## src/rtl/up_adc_pn_monitor.sv

```systemverilog
// -----------------------------------------------------------------------------
// up_adc_pn_monitor
//
// Per-channel PN-sequence monitor status block for the JESD204 TPL ADC.
// Collects the per-channel PN checker results into sticky write-1-to-clear
// flags and saturating error counters, and raises a maskable level interrupt
// from the sticky flags. Lives on the up_* register bus next to
// up_adc_common/up_adc_channel; up_rdata is zero whenever no read is being
// acknowledged, so it can be OR-combined with the other slaves' read data.
//
// Register window (word offsets from ADDR_BASE, 64 words):
//   0x00       INFO      RO  {16'h0001, 8'h00, NUM_CHANNELS[7:0]}
//   0x01       OOS_STKY  W1C bit n set on any cycle pn_oos[n]=1
//   0x02       ERR_STKY  W1C bit n set on any cycle pn_err[n]=1
//   0x03       IRQ_MASK  RW  1 = masked, resets to all ones
//   0x04       IRQ_PEND  RO  (OOS_STKY | ERR_STKY) & ~IRQ_MASK
//   0x05       CONTROL   RW  bit0 FREEZE, bit1 CLR_ALL (write-1 pulse, reads 0)
//   0x20+n     ERR_CNT n     read count, any write clears it
//
// Ports:
//   up_clk, up_rstn        clock, asynchronous active-low reset
//   pn_err[NUM_CHANNELS]   per-channel PN mismatch pulse (one per bad word)
//   pn_oos[NUM_CHANNELS]   per-channel PN out-of-sync level
//   up_wreq/waddr/wdata    write request, acknowledged by up_wack
//   up_rreq/raddr          read request, acknowledged by up_rack + up_rdata
//   irq                    registered level interrupt, active high
// -----------------------------------------------------------------------------
module up_adc_pn_monitor #(
  parameter int unsigned NUM_CHANNELS = 4,
  parameter int unsigned CNT_WIDTH    = 16,
  parameter logic [13:0] ADDR_BASE    = 14'h0000
) (
  input  logic                    up_clk,
  input  logic                    up_rstn,
  input  logic [NUM_CHANNELS-1:0] pn_err,
  input  logic [NUM_CHANNELS-1:0] pn_oos,
  input  logic                    up_wreq,
  input  logic [13:0]             up_waddr,
  input  logic [31:0]             up_wdata,
  output logic                    up_wack,
  input  logic                    up_rreq,
  input  logic [13:0]             up_raddr,
  output logic [31:0]             up_rdata,
  output logic                    up_rack,
  output logic                    irq
);

  typedef enum logic [5:0] {
    REG_INFO     = 6'h00,
    REG_OOS_STKY = 6'h01,
    REG_ERR_STKY = 6'h02,
    REG_IRQ_MASK = 6'h03,
    REG_IRQ_PEND = 6'h04,
    REG_CONTROL  = 6'h05
  } reg_off_e;

  localparam logic [CNT_WIDTH-1:0] CNT_MAX = '1;
  localparam logic [CNT_WIDTH-1:0] CNT_ONE = CNT_WIDTH'(1);
  localparam logic [7:0]           NUM_CH8 = 8'(NUM_CHANNELS);

  // ---------------------------------------------------------------------------
  // Address decode
  // ---------------------------------------------------------------------------
  logic       wr_hit;
  logic       rd_hit;
  logic [5:0] woff;
  logic [5:0] roff;

  assign wr_hit = up_wreq && (up_waddr[13:6] == ADDR_BASE[13:6]);
  assign rd_hit = up_rreq && (up_raddr[13:6] == ADDR_BASE[13:6]);
  assign woff   = up_waddr[5:0];
  assign roff   = up_raddr[5:0];

  // Only the low NUM_CHANNELS bits of write data carry meaning for most
  // registers; the rest are folded here so they are visibly consumed.
  logic unused_wdata;
  assign unused_wdata = ^up_wdata;

  // ---------------------------------------------------------------------------
  // State
  // ---------------------------------------------------------------------------
  logic [NUM_CHANNELS-1:0] oos_q,  oos_d;
  logic [NUM_CHANNELS-1:0] err_q,  err_d;
  logic [NUM_CHANNELS-1:0] mask_q, mask_d;
  logic                    freeze_q, freeze_d;
  logic [CNT_WIDTH-1:0]    cnt_q [NUM_CHANNELS];
  logic [CNT_WIDTH-1:0]    cnt_d [NUM_CHANNELS];
  logic                    irq_q,   irq_d;
  logic                    wack_q,  wack_d;
  logic                    rack_q,  rack_d;
  logic [31:0]             rdata_q, rdata_d;

  logic [NUM_CHANNELS-1:0] pend;
  logic [NUM_CHANNELS-1:0] w1c_oos;
  logic [NUM_CHANNELS-1:0] w1c_err;
  logic                    clr_all;

  assign pend    = (oos_q | err_q) & ~mask_q;
  assign w1c_oos = (wr_hit && (woff == REG_OOS_STKY)) ? up_wdata[NUM_CHANNELS-1:0] : '0;
  assign w1c_err = (wr_hit && (woff == REG_ERR_STKY)) ? up_wdata[NUM_CHANNELS-1:0] : '0;
  assign clr_all = wr_hit && (woff == REG_CONTROL) && up_wdata[1];

  // ---------------------------------------------------------------------------
  // Next-state: registers, stickies, counters
  // ---------------------------------------------------------------------------
  always_comb begin
    // Clear is applied before OR-ing the new events so a set in the same
    // cycle as the W1C keeps the flag.
    oos_d    = (oos_q & ~w1c_oos) | pn_oos;
    err_d    = (err_q & ~w1c_err) | pn_err;
    mask_d   = mask_q;
    freeze_d = freeze_q;
    irq_d    = |pend;
    wack_d   = wr_hit;

    if (wr_hit && (woff == REG_IRQ_MASK)) begin
      mask_d = up_wdata[NUM_CHANNELS-1:0];
    end
    if (wr_hit && (woff == REG_CONTROL)) begin
      freeze_d = up_wdata[0];
    end

    for (int unsigned n = 0; n < NUM_CHANNELS; n++) begin
      cnt_d[n] = cnt_q[n];
      // Clear has priority over a coincident increment.
      if (clr_all || (wr_hit && (woff == 6'(32 + n)))) begin
        cnt_d[n] = '0;
      end else if (pn_err[n] && !pn_oos[n] && !freeze_q && (cnt_q[n] != CNT_MAX)) begin
        cnt_d[n] = cnt_q[n] + CNT_ONE;
      end
    end
  end

  // ---------------------------------------------------------------------------
  // Read mux: data is captured with the request and held for the single ack
  // cycle; any other cycle returns zero.
  // ---------------------------------------------------------------------------
  always_comb begin
    rdata_d = '0;
    rack_d  = rd_hit;
    if (rd_hit) begin
      case (roff)
        REG_INFO:     rdata_d = {16'h0001, 8'h00, NUM_CH8};
        REG_OOS_STKY: rdata_d[NUM_CHANNELS-1:0] = oos_q;
        REG_ERR_STKY: rdata_d[NUM_CHANNELS-1:0] = err_q;
        REG_IRQ_MASK: rdata_d[NUM_CHANNELS-1:0] = mask_q;
        REG_IRQ_PEND: rdata_d[NUM_CHANNELS-1:0] = pend;
        REG_CONTROL:  rdata_d[0] = freeze_q;
        default: begin
          for (int unsigned n = 0; n < NUM_CHANNELS; n++) begin
            if (roff == 6'(32 + n)) begin
              rdata_d[CNT_WIDTH-1:0] = cnt_q[n];
            end
          end
        end
      endcase
    end
  end

  // ---------------------------------------------------------------------------
  // Registers
  // ---------------------------------------------------------------------------
  always_ff @(posedge up_clk or negedge up_rstn) begin
    if (!up_rstn) begin
      oos_q    <= '0;
      err_q    <= '0;
      mask_q   <= '1;
      freeze_q <= 1'b0;
      irq_q    <= 1'b0;
      wack_q   <= 1'b0;
      rack_q   <= 1'b0;
      rdata_q  <= '0;
      for (int unsigned n = 0; n < NUM_CHANNELS; n++) begin
        cnt_q[n] <= '0;
      end
    end else begin
      oos_q    <= oos_d;
      err_q    <= err_d;
      mask_q   <= mask_d;
      freeze_q <= freeze_d;
      irq_q    <= irq_d;
      wack_q   <= wack_d;
      rack_q   <= rack_d;
      rdata_q  <= rdata_d;
      for (int unsigned n = 0; n < NUM_CHANNELS; n++) begin
        cnt_q[n] <= cnt_d[n];
      end
    end
  end

  assign up_wack  = wack_q;
  assign up_rack  = rack_q;
  assign up_rdata = rdata_q;
  assign irq      = irq_q;

endmodule

```

## config.mk

```make
export PLATFORM = sky130hd
export DESIGN_NAME = up_adc_pn_monitor
export DESIGN_NICKNAME = d
export VERILOG_FILES = /design/src/rtl/up_adc_pn_monitor.sv
export SDC_FILE = /design/constraint.sdc
export NUM_CORES = 1
export LEC_CHECK = 0
export BUFFER_PORTS_ARGS = -buffer_cell sky130_fd_sc_hd__clkbuf_2
export CORE_MARGIN = 2
export CORE_UTILIZATION = 40
export DETAILED_ROUTE_END_ITERATION = 7
export PLACE_DENSITY = 0.7
export SLEW_MARGIN = 0
export SYNTH_ARGS = -nofsm -noshare
export SYNTH_HDL_FRONTEND = slang
export SYNTH_SLANG_ARGS = --single-unit
```

## constraint.sdc

```tcl
create_clock -name up_clk -period 4.69 [get_ports up_clk]
set_clock_uncertainty 0.2 [all_clocks]
set_input_delay 0.2345 -clock up_clk [delete_from_list [all_inputs] [get_ports up_clk]]
set_output_delay 0.2345 -clock up_clk [all_outputs]
set_load 0.01 [all_outputs]
```

==> results.tsv <==
metric	value	unit
Final Max Slew Viols	0	
grt total ovfl	0	
CTS resizes	0	
layout cells sized above 1	18.1	%
Via density	5.71	
DRT Pass-1 Iters	5	
vias in the first global route	4663	
Post-Synth Adder-Cell Area	0.914	%
hold depth	2	
die width	121	um
commonest non-fill, non-tap cells in the layout	93 x dfrtp_1, 73 x nor2_1, 62 x clkbuf_2, 49 x nand2_1, 34 x nand3_1	
Final Cycle Share	59.7	%
LEAKAGE	2.61	nW
DRC viols	0	
WHS	0.0349	ns
setup TNS	0	ns
MaxCap Viol Count	0	
Req. time, crit path	4.71	ns
top post-synthesis cells by area	dfrtp_1 43%, nor2_1 5.0%, mux2_2 4.3%	
io pins	107	
crit-path max cell delay	0.92	ns
CP Cell Sequence	clkbuf_2, nor4_1, nand2_1, nor4b_1, nand2_1, a21o_1, dlygate4sd3_1	
final WL	13.9	mm
dpl cell area	0.00589	mm^2
Min Clock Period, post-route	2.80	ns
main combinational cell family by area after synthesis	simple AND/OR/NAND/NOR gates	
CTS tree	yes	
mux contribution to synthesized area	5.60	%
initial DRC count	375	
initial core utilization	41.2	%
Hold Crit Class	input pin to register	
syn avg cell area	9.28	um^2
compound-cell area share of the yosys netlist	13.0	%
Clock Tree Buf Depth	2	
Final nets	740	
Placer Congestion	0.996	
clock buffer count from CTS	9	
Core Rows	42	
clock sink count	97	
Routed WL per cell	16.4	um
largest net degree at the start of global routing	62	
xor/xnor cell area share of the yosys netlist	6.08	%
CTS clk-pin slew, worst paths	0.07	ns
post-synthesis instance total	590	
commonest non-fill, non-tap cell in the layout	dfrtp_1	
Final ANT Viol Nets	0	
H-Tree Depth	3	
Max transition margin	19.8	%
Yosys top cell area share	42.5	%
Most common cell on crit path	nand2_1	
Worst-Skew Late Latency	0.34	ns
status	complete, no violations	
Slowest cell on crit path	nor4b_1	
CP Capture Type	register	
Via Count	4827	
CP arrival	2.82	ns
number of enable flip-flop cells after synthesis	0	
Worst Reg-to-Reg Cells	5	
core box area	0.0133	mm^2
chip height	121	um
# diodes	0	
Final Hold Fails	0	
maximum vdd drop	0.210	mV
critical path peak fanout	4	
Seq/Total Area, Yosys	44.4	%
die area	0.0146	mm^2
GRT Resource Usage Total	19.4	%
CTS root buf	clkbuf_16	
RSZ-0062 raised after global routing	no	
Most used DFF post-synth	dfrtp_1	
Area Overhead vs Synth	16.4	%
final setup fails	0	
worst-margin pin slew	1.20	ns
Yosys warning count	0	
crit path launch type	input pin	
Max Freq	357	MHz
first-pass GRT wire length	22.7	mm
synthesized flop and latch total	97	
initial antenna violation count	0	
PortBufs	63	
synthesized cell area	0.00547	mm^2
area leader, netlist	dfrtp_1	
Simple-Gate Fraction of Synth Area	25.8	%
post-DP HPWL	10.0	mm
Pwr Density	360	mW/mm^2
fin area	0.00637	mm^2
CP Class	input pin to register	
ys async rst share	100	%
Synth cell types	59	
==> state kept, by name, summed over array words and instances, names as in the netlist <==
| signal | cells |
|---|---|
| up_wack | 1 |
| irq | 1 |
| oos_q | 4 |
| mask_q | 4 |
| up_rdata | 17 |
| up_rack | 1 |
| err_q | 4 |
| cnt_q | 64 |
| freeze_q | 1 |
==> layout make-up <==
cell class                 instances  area [um^2]
clock inverter                     4         51.3
inverter                           8         30.0
fill                            1230         6930
tap                              176          220
sequential                        97         2430
timing repair buffer              83          510
multi-input combinational        465         2870
clock buffer                      12          256
==> Yosys cell counts, drive strengths merged (8+ instances only) <==
master,n
and3,11
nand4,20
clkbuf,16
xnor2,16
nand3,34
inv,8
xor2,22
nand2,49
buf,18
a31oi,11
a22oi,16
a21oi,27
a21o,10
nor3,21
dfrtp,93
nor2,75
nor4,19
mux2,21
o21ai,13
==> routing by layer <==
metal	vias to the layer above	routed length, um	track usage (%)
met2	204	6330	31.2
met5	-	0	0
met1	2317	6440	26.2
met4	0	336	7.05
li1	2281	-	-
met3	25	789	3.62
==> power breakdown <==
| group | total (mW) | internal (mW) | switching [mW] | leakage (nW) |
|---|---|---|---|---|
| logic | 0.405 | 0.189 | 0.215 | 1.23 |
| clock network | 0.755 | 0.443 | 0.312 | 0.149 |
| registers | 1.13 | 0.950 | 0.182 | 1.23 |
| total | 2.29 | 1.58 | 0.710 | 2.61 |
==> final timing paths <==
kind                             start        end  slack (ns)
min reg2reg                   err_q[1]   err_q[1]        0.34
min                        up_wdata[0]  mask_q[0]        0.03
max reg2reg                   freeze_q  cnt_q[44]        2.08
max                        up_waddr[8]   oos_q[3]        1.89
min in group asynchronous      up_rstn    up_wack        0.33
max in group asynchronous      up_rstn  cnt_q[21]        2.98
==> kinds of logic after synthesis <==
kind of cell | after synthesis
compound gates | 106
xor+xnor | 38
fa+ha+maj | 4
buf+inv | 42
flops | 97
mux | 28
other cells | 1
simple gates | 274
==> timing repair <==
| item | 4_1_cts | 5_1_grt |
|---|---|---|
| buffers inserted | 0 | 0 |
| hold buffers | 17 | 0 |
| endpoints found under the hold margin | 67 | 0 |
==> worst max-delay path, delay by kind of cell <==
kind | cells | cell delay, ns
AOI/OAI and AO/OA | 1 | 0.21
and+or+nand+nor | 4 | 1.73
buffers and inverters | 2 | 0.63
==> per-stage QoR <==
step	power, mW	setup slack (ns)	util [%]	instances
5_1_grt	2.42	1.65	47.9	845
4_1_cts	2.31	1.92	47.9	845
3_3_place_gp	1.51	1.78	44.3	812
6_report	2.29	1.89	47.9	845
3_5_place_dp	1.53	1.73	44.3	812
2_1_floorplan	1.39	2.48	-	604
Power figures use the tool's default switching activity.
